$ cat src/rtl/alu_pkg.sv
// Shared types for the ALU issue stage: opcodes, flag layout, and the
// command/response records carried through the FIFOs.
package alu_pkg;

   localparam int unsigned ALU_W     = 32;
   localparam int unsigned ALU_TAG_W = 4;

   typedef enum logic [3:0] {
      OP_ADD = 4'b0000,
      OP_SUB = 4'b0001,
      OP_AND = 4'b0010,
      OP_OR  = 4'b0011,
      OP_XOR = 4'b0100,
      OP_NOR = 4'b0101,
      OP_SLT = 4'b0110,
      OP_SLL = 4'b0111,
      OP_SRL = 4'b1000
   } alu_op_e;

   localparam logic [3:0] ALU_OP_MAX = 4'b1000;

   typedef struct packed {
      logic negative;
      logic overflow;
      logic carry;
      logic zero;
   } alu_flags_t;

   typedef struct packed {
      alu_op_e              op;
      logic [ALU_W-1:0]     a;
      logic [ALU_W-1:0]     b;
      logic [ALU_TAG_W-1:0] tag;
   } cmd_t;

   typedef struct packed {
      logic [ALU_W-1:0]     result;
      alu_flags_t           flags;
      logic [ALU_TAG_W-1:0] tag;
   } rsp_t;

   function automatic logic op_is_legal(input logic [3:0] op);
      return op <= ALU_OP_MAX;
   endfunction

endpackage

$ cat src/rtl/alu_sync_fifo.sv
// Synchronous FIFO with a phase bit per pointer; full/empty come from
// comparing the phase bits when the indices match. Storage clears on reset.
module alu_sync_fifo #(
   parameter int unsigned W     = 8,
   parameter int unsigned DEPTH = 4
) (
   input  logic         clk,
   input  logic         rst,
   input  logic         push,
   input  logic [W-1:0] wdata,
   input  logic         pop,
   output logic [W-1:0] rdata,
   output logic         full,
   output logic         empty
);

   localparam int unsigned AW = (DEPTH > 1) ? $clog2(DEPTH) : 1;
   localparam logic [AW-1:0] LAST = AW'(DEPTH - 1);

   logic [W-1:0]  mem [DEPTH];
   logic [AW-1:0] wr_idx, rd_idx;
   logic          wr_ph, rd_ph;

   always_ff @(posedge clk) begin
      if (rst) begin
         wr_idx <= '0;
         rd_idx <= '0;
         wr_ph  <= 1'b0;
         rd_ph  <= 1'b0;
         for (int unsigned i = 0; i < DEPTH; i++) mem[i] <= '0;
      end else begin
         if (push) begin
            mem[wr_idx] <= wdata;
            if (wr_idx == LAST) begin
               wr_idx <= '0;
               wr_ph  <= ~wr_ph;
            end else begin
               wr_idx <= wr_idx + 1'b1;
            end
         end
         if (pop) begin
            if (rd_idx == LAST) begin
               rd_idx <= '0;
               rd_ph  <= ~rd_ph;
            end else begin
               rd_idx <= rd_idx + 1'b1;
            end
         end
      end
   end

   assign rdata = mem[rd_idx];
   assign empty = (wr_idx == rd_idx) && (wr_ph == rd_ph);
   assign full  = (wr_idx == rd_idx) && (wr_ph != rd_ph);

endmodule

$ cat src/rtl/alu_issue_stage.sv
// Command FIFO -> ALU issue -> latency-matched capture -> in-order response
// buffer. Illegal opcodes are counted and dropped at the input.
module alu_issue_stage
   import alu_pkg::*;
#(
   parameter int unsigned DATA_W    = 32,
   parameter int unsigned TAG_W     = 4,
   parameter int unsigned CMD_DEPTH = 4,
   parameter int unsigned ALU_LAT   = 1,
   parameter int unsigned RSP_DEPTH = 2
) (
   input  logic              clk,
   input  logic              rst,
   input  logic              cmd_valid,
   output logic              cmd_ready,
   input  logic [3:0]        cmd_op,
   input  logic [DATA_W-1:0] cmd_a,
   input  logic [DATA_W-1:0] cmd_b,
   input  logic [TAG_W-1:0]  cmd_tag,
   output logic [3:0]        alu_op,
   output logic [DATA_W-1:0] alu_a,
   output logic [DATA_W-1:0] alu_b,
   input  logic [DATA_W-1:0] alu_result,
   input  logic              alu_zero,
   input  logic              alu_carry,
   input  logic              alu_overflow,
   input  logic              alu_negative,
   output logic              rsp_valid,
   input  logic              rsp_ready,
   output logic [DATA_W-1:0] rsp_result,
   output logic [3:0]        rsp_flags,
   output logic [TAG_W-1:0]  rsp_tag,
   output logic [7:0]        illegal_cnt,
   output logic              busy
);

   localparam int unsigned OW = $clog2(RSP_DEPTH + 1);
   localparam logic [OW-1:0] RSP_SLOTS = OW'(RSP_DEPTH);

   cmd_t             cmd_in, cmd_head;
   rsp_t             rsp_in, rsp_head;
   logic             cmd_full, cmd_empty, cmd_push, accept;
   logic             rsp_full, rsp_empty, rsp_pop;
   logic             issue, capture;
   logic [OW-1:0]    outstanding;
   logic [ALU_LAT:0] pipe_v;
   logic [TAG_W-1:0] pipe_tag [ALU_LAT+1];

   assign cmd_ready = !cmd_full;
   assign accept    = cmd_valid && cmd_ready;
   assign cmd_push  = accept && op_is_legal(cmd_op);
   assign cmd_in    = '{op: alu_op_e'(cmd_op), a: cmd_a, b: cmd_b, tag: cmd_tag};

   alu_sync_fifo #(.W($bits(cmd_t)), .DEPTH(CMD_DEPTH)) u_cmd_fifo (
      .clk(clk), .rst(rst), .push(cmd_push), .wdata(cmd_in), .pop(issue),
      .rdata(cmd_head), .full(cmd_full), .empty(cmd_empty)
   );

   // outstanding = in-flight + buffered responses, so a slot is reserved at issue
   assign issue = !cmd_empty && !rsp_full && (outstanding < RSP_SLOTS);

   always_ff @(posedge clk) begin
      if (rst) begin
         outstanding <= '0;
      end else begin
         case ({issue, rsp_pop})
            2'b10:   outstanding <= outstanding + OW'(1);
            2'b01:   outstanding <= outstanding - OW'(1);
            default: outstanding <= outstanding;
         endcase
      end
   end

   always_ff @(posedge clk) begin
      if (rst) begin
         alu_op <= '0;
         alu_a  <= '0;
         alu_b  <= '0;
      end else if (issue) begin
         alu_op <= cmd_head.op;
         alu_a  <= cmd_head.a;
         alu_b  <= cmd_head.b;
      end
   end

   // Tail of this shift register lines up with Result arriving from the ALU.
   always_ff @(posedge clk) begin
      if (rst) begin
         pipe_v <= '0;
         for (int unsigned i = 0; i <= ALU_LAT; i++) pipe_tag[i] <= '0;
      end else begin
         pipe_v[0]   <= issue;
         pipe_tag[0] <= cmd_head.tag;
         for (int unsigned i = 1; i <= ALU_LAT; i++) begin
            pipe_v[i]   <= pipe_v[i-1];
            pipe_tag[i] <= pipe_tag[i-1];
         end
      end
   end

   assign capture = pipe_v[ALU_LAT];
   assign rsp_in  = '{result: alu_result,
                      flags: '{negative: alu_negative, overflow: alu_overflow,
                               carry: alu_carry, zero: alu_zero},
                      tag: pipe_tag[ALU_LAT]};

   alu_sync_fifo #(.W($bits(rsp_t)), .DEPTH(RSP_DEPTH)) u_rsp_fifo (
      .clk(clk), .rst(rst), .push(capture), .wdata(rsp_in), .pop(rsp_pop),
      .rdata(rsp_head), .full(rsp_full), .empty(rsp_empty)
   );

   assign rsp_valid  = !rsp_empty;
   assign rsp_pop    = rsp_valid && rsp_ready;
   assign rsp_result = rsp_head.result;
   assign rsp_flags  = rsp_head.flags;
   assign rsp_tag    = rsp_head.tag;

   always_ff @(posedge clk) begin
      if (rst) begin
         illegal_cnt <= '0;
      end else if (accept && !op_is_legal(cmd_op) && illegal_cnt != 8'hFF) begin
         illegal_cnt <= illegal_cnt + 8'd1;
      end
   end

   assign busy = !cmd_empty || (|pipe_v) || !rsp_empty;

endmodule

$ cat config.mk
export PLATFORM = sky130hd
export DESIGN_NAME = alu_issue_stage
export DESIGN_NICKNAME = d
export VERILOG_FILES = /design/src/rtl/alu_pkg.sv /design/src/rtl/alu_sync_fifo.sv /design/src/rtl/alu_issue_stage.sv
export SDC_FILE = /design/constraint.sdc
export NUM_CORES = 1
export LEC_CHECK = 0
export ABC_AREA = 1
export BUFFER_PORTS_ARGS = -buffer_cell sky130_fd_sc_hd__buf_2
export CAP_MARGIN = 20
export CORE_MARGIN = 2
export CORE_UTILIZATION = 50
export DETAILED_ROUTE_END_ITERATION = 8
export PLACE_DENSITY = 0.7
export REMOVE_ABC_BUFFERS = 1
export SYNTH_ARGS = -nofsm -noshare
export SYNTH_HDL_FRONTEND = slang
export SYNTH_SLANG_ARGS = --single-unit
export TNS_END_PERCENT = 100
$ cat constraint.sdc
create_clock -name clk -period 4.5 [get_ports clk]
set_input_delay 0.225 -clock clk [delete_from_list [all_inputs] [get_ports clk]]
set_output_delay 0.225 -clock clk [all_outputs]
set_load 0.1 [all_outputs]
After elaboration in Yosys (flattened, before gate mapping)

Memories as Yosys holds them, arrays and structs flattened. A register that Yosys moved wholly into a read port is not among the register bits.
Index checks and enable logic that the tools add are counted.
W data, S select, Z words.

Add/subtract/negate cells: 7
Order comparisons: 2
Equality and inequality tests: 11
Multiplexer cells: 26
Bitwise operators: 6
Reductions and logical operators: 26

Operators by type and width:

| operator              | count |
|---|---|
| $mux W72              | 1 |
| $reduce_or A72 Y1     | 1 |
| $mux W40              | 1 |
| $reduce_or A40 Y1     | 1 |
| $mux W1               | 16 |
| $logic_and A1 B1 Y1   | 11 |
| $mux W2               | 5 |
| $add A8 B1 Y8 const B | 1 |
| $mux W4               | 2 |
| $ne A8 B8 Y1 const B  | 1 |
| $reduce_and A2 Y1     | 4 |
| $add A2 B1 Y2 const B | 3 |
| $eq A2 B2 Y1 const B  | 3 |
| $logic_not A1 Y1      | 5 |
| $le A4 B4 Y1 const B  | 1 |
| $not A1 Y1            | 4 |
| $pmux W2 S2           | 1 |
| $eq A1 B1 Y1          | 3 |
| $add A1 B1 Y1 const B | 2 |
| $eq A2 B1 Y1 const B  | 1 |
| $eq A2 B2 Y1          | 1 |
| $logic_or A1 B1 Y1    | 2 |
| $lt A2 B2 Y1 const B  | 1 |
| $ne A1 B1 Y1          | 2 |
| other kinds (4)       | 5 |

Flip-flop bits (word level): 90
RAM bits: 376
Input bits: 112
Output and inout port bits: 119
Word-level logic and storage cells: 95
Memories: 3

Memory list:

| name           | depth | bits a word | rd ports | clocked after memory_dff | wr ports | line                  | text |
|---|---|---|---|---|---|---|---|
| u_cmd_fifo.mem | 4     | 72          | 1        | 1                        | 4        | alu_sync_fifo.sv:20   | `logic [W-1:0] mem [DEPTH];` |
| u_rsp_fifo.mem | 2     | 40          | 1        | 1                        | 2        | alu_sync_fifo.sv:20   |  |
| pipe_tag       | 2     | 4           | 2        | 0                        | 2        | alu_issue_stage.sv:47 | `logic [TAG_W-1:0] pipe_tag [ALU_LAT+1];` |

Depth between registers and ports, before layout

Depth after elaboration: 10
Gate-level depth with buffers: 12
Depth with buffers taken out: 11

Hierarchy

Synthesis repeated with hierarchy kept, for this count alone.

Cell total of the unflattened synthesis: 2,311
Area, all modules: 20,942.6 um^2

Modules (own cells, without submodules):

| module                      | times used | cells each | area an instance (um^2) | seq. area each (um^2) |
|---|---|---|---|---|
| alu_sync_fifo at u_cmd_fifo | 1          | 1,503      | 13,903.3                | 8,808.4 |
| alu_sync_fifo at u_rsp_fifo | 1          | 380        | 3,769.9                 | 2,502.4 |
| alu_issue_stage             | 1          | 428        | 3,269.4                 | 1,761.7 |

Worst setup path after synthesis

No wires, ideal clock.

Path kind: register to register
Start: register u_cmd_fifo.wr_idx[1]
End: memory u_cmd_fifo.mem[0][0] in the netlist's numbering, enable pin
Data arrival time: 3.391 ns
Required time: 4.068 ns
Path slack: 0.677 ns
Cell stages (with the launch flop): 10
Buffers on the path: 1
Cell sequence: dfxtp_1 > inv_2 > nand2_1 > nand2_1 > nand3_2 > nand3_4 > nor2_8 > nand3_4 > buf_6 > nand2_1

RTL lines:

| what                   | line                | text |
|---|---|---|
| start, declared        | alu_sync_fifo.sv:21 | `logic [AW-1:0] wr_idx, rd_idx;` |
| start signal, assigned | alu_sync_fifo.sv:38 | `wr_idx <= wr_idx + 1'b1;` |
| end, declared          | alu_sync_fifo.sv:20 |  |

==> reports/metrics.csv <==
metric,value,unit
status,"finished, final reports clean",
max_freq,0.308,GHz
hp-start,alu_result[10],
synth_area_leaders,"edfxtp_1 56%, nor2_1 16%, dfxtp_1 10%",
netlist-cell-type-count,29,
max_stage_delay,810,ps
synth_area,19700,sq um
cp.arrival,3280,ps
cts_num_sinks,469,
yosys.area.top_type,edfxtp_1,
clk_latency,560,ps
grtUsageTotal,22.2,%
grt_pass1_vias,14100,
ctsResizeCount,0,
vdd_drop_max,0.577,mV
yosysWarnings,0,
ys_ff_latch,469,
first_pass_iters,5,
syn-instance-count,1976,
maxSlewHeadroom,29.6,%
first_iter_violations,1151,
fp.dieW,203,um
register_area,13100,sq um
core,38700,sq um
yosys.area_share.simple,19.1,%
ant_nets,0,
hold_slack,13.0,ps
crit_path_end_kind,flop,
postLayoutCoreUtil,59.4,%
drv_cap,0,
drt-wirelength-per-cell,16.7,um
crit_fanout,73,
async_reset_ff_share,0,%
overflow,0,
crit_type,reg -> reg,
yosysSeqAreaShare,66.4,%
skew,23.8,ps
netlist_top_cells_count,"824 x nor2_1, 368 x edfxtp_1, 149 x o21ai_0",
synth.most_common_cell,nor2_1,
drive_above_1_share,17.3,%
cts_htree_levels,2,
multi_input_area,5540,sq um
crit_path_start_kind,flop,
dpl.hpwl,26.5,mm
clockRootBuffer,clkbuf_16,
synth_edf_count,368,
power_density,658,nW/um^2
synthMuxAreaShare,2.29,%
vias,14100,
clk_path_buf_depth,3,
rsz0062_at_grt,no,
cp.buffers_inverters,2,
routabilityCongestion,0.784,
hold_viol_final,0,
cts_tree,done,
fin_nets,2303,
holdPathStages,3,
p_leak,0.00998,uW
rows,72,
die-area,41000,sq um
syn_avg_cell_area,9.97,sq um
grt_antenna_before_repair,1,
initial_utilization,50.9,%
synthAdderAreaFrac,0.318,%
cp_cell_sequence,inv_2 -> nand2_1 -> nand2_1 -> nand3_2 -> nand3_4 -> nor2_8 -> nand3_4 -> buf_4 -> nand2_4,
die_h,203,um
drv_slew,0,
area_growth,16.8,%
r2r-start,u_cmd_fifo.wr_idx[0],
remaining_drc_errors,0,
clk_pin_slew_worst_paths,60,ps
r2r_cells,9,
cp_top_family,simple AND/OR/NAND/NOR gates,
fin_crit_sh,72.0,%
worstHoldPathType,in -> reg,
synthXorXnorAreaFrac,0.356,%
grt_start_max_net_pins,90,
synthFlopType,edfxtp_1,
port_buffers,230,
cpMaxStageDelayCell,nand2_4,
rrSetupSlack,1260,ps
finalSetupViolCount,0,
wirelength,45.7,mm
synth_compound_area_share,5.88,%
holdPathEnd,u_rsp_fifo.mem[0][18],
synth_top_family_by_area,simple AND/OR/NAND/NOR gates,
numCtsBuffers,48,
r2r_end,u_cmd_fifo.mem[0][1],
required,4540,ps
viasPerCell,5.13,
period_needed,3240,ps
synth_top_area_share,56.1,%
grt_pass1_wl,73.0,mm
num-fill-cells,3307,
worst_pin_slew,1060,ps
io_pins,231,
## sequential cells by signal, summed over array words and instances, names as in the netlist, named ones only
register           cells
u_cmd_fifo.mem       288
u_rsp_fifo.mem        80
alu_a                 32
alu_b                 32
illegal_cnt            8
pipe_tag               8
alu_op                 4
outstanding            2
pipe_v                 2
u_cmd_fifo.rd_idx      2
u_cmd_fifo.wr_idx      2
u_cmd_fifo.rd_ph       1
u_cmd_fifo.wr_ph       1
u_rsp_fifo.rd_idx      1
u_rsp_fifo.rd_ph       1
u_rsp_fifo.wr_idx      1
u_rsp_fifo.wr_ph       1
## report_power, final
group	switching, uW	internal (uW)	leakage, uW
clock	1630	2390	0.000789
combinational	4420	1180	0.00456
sequential	310	5200	0.00464
## metrics by stage
stage / power, uW / instance area, sq um / setup TNS, ps / setup slack [ps] / cells
3_5_place_dp: 11200 / 21100 / 0 / 1230 / 2629
2_1_floorplan: 9910 / 19100 / -24380 / -380 / 1865
5_1_grt: 15900 / 23000 / 0 / 1050 / 2745
3_3_place_gp: 11100 / 21100 / 0 / 1300 / 2627
4_1_cts: 15200 / 22900 / 0 / 1230 / 2741
6_report: 15100 / 23000 / 0 / 1260 / 2745
## routing by layer
layer	vias to the layer above	wire length, um	track usage, %
met3	62	3280	3.76
li1	6848	-	-
met1	6687	19500	29.2
met2	487	22000	38.7
met5	-	0	0
met4	0	915	5.14
## repair_timing
item | 4_1_cts | 5_1_grt
setup buffers | 0 | 0
endpoints found under the hold margin | 32 | 0
hold buffers | 22 | 0
## worst max-delay path by stage
stage | from | to | slack, ps | cells after the start
floorplan | flop | alu_b[31] | -380 | 5
detailed placement | u_cmd_fifo.wr_idx[0] | u_cmd_fifo.mem[2][29] | 1230 | 9
CTS | u_cmd_fifo.wr_idx[0] | u_cmd_fifo.mem[2][50] | 1230 | 9
finish | u_cmd_fifo.wr_idx[0] | u_cmd_fifo.mem[0][1] | 1260 | 9
global route | u_cmd_fifo.wr_idx[0] | u_cmd_fifo.mem[0][67] | 1050 | 9
global placement | u_cmd_fifo.wr_idx[1] | u_cmd_fifo.mem[2][29] | 1300 | 9
## layout by cell type, fill, tap and decap left out, types with 2 or more instances in the layout
cell type and n:
nand4_1 4, mux2_2 40, xor2_1 6, nor3_1 2, buf_2 230, edfxtp_1 368
o21ai_0 149, nand3_1 9, dfxtp_1 99, buf_16 4, xnor2_1 2, nand2_4 4
dfxtp_4 2, o21ai_1 69, clkinv_2 13, clkbuf_16 49, ha_1 5, inv_4 2
nand3_4 4, inv_2 3, clkinv_1 6, nor2_1 824, inv_6 2, inv_1 131
a21oi_1 12, dlygate4sd3_1 22, clkbuf_1 11, bufinv_16 5, clkbuf_8 6, nand2_1 118
buf_4 14
## cell families after synthesis
kind of cell,after synthesis
buffers and inverters,251
adders and majority gates,5
DFF,469
xor gates and xnor gates,8
AOI/OAI and AO/OA,231
muxes,40
and+or+nand+nor,972
## cell type report
type | count | area share (%)
clock inverters | 24 | 1.09
flip-flops and latches | 469 | 56.8
clock buffers | 66 | 5.87
well taps | 518 | 2.82
diodes | 1 | 0.0109
multi-input cells | 1256 | 24.1
repair buffers | 271 | 6.98
inverters | 140 | 2.33
## worst reg2reg max path, stage by stage, from the launching register on
cell     delay, ps
dfxtp_1        380
inv_2          160
nand2_1         70
nand2_1        100
nand3_2        140
nand3_4        140
nor2_8          70
nand3_4         80
buf_4          710
nand2_4        840
Note: power is estimated with default switching activity, not from simulation.
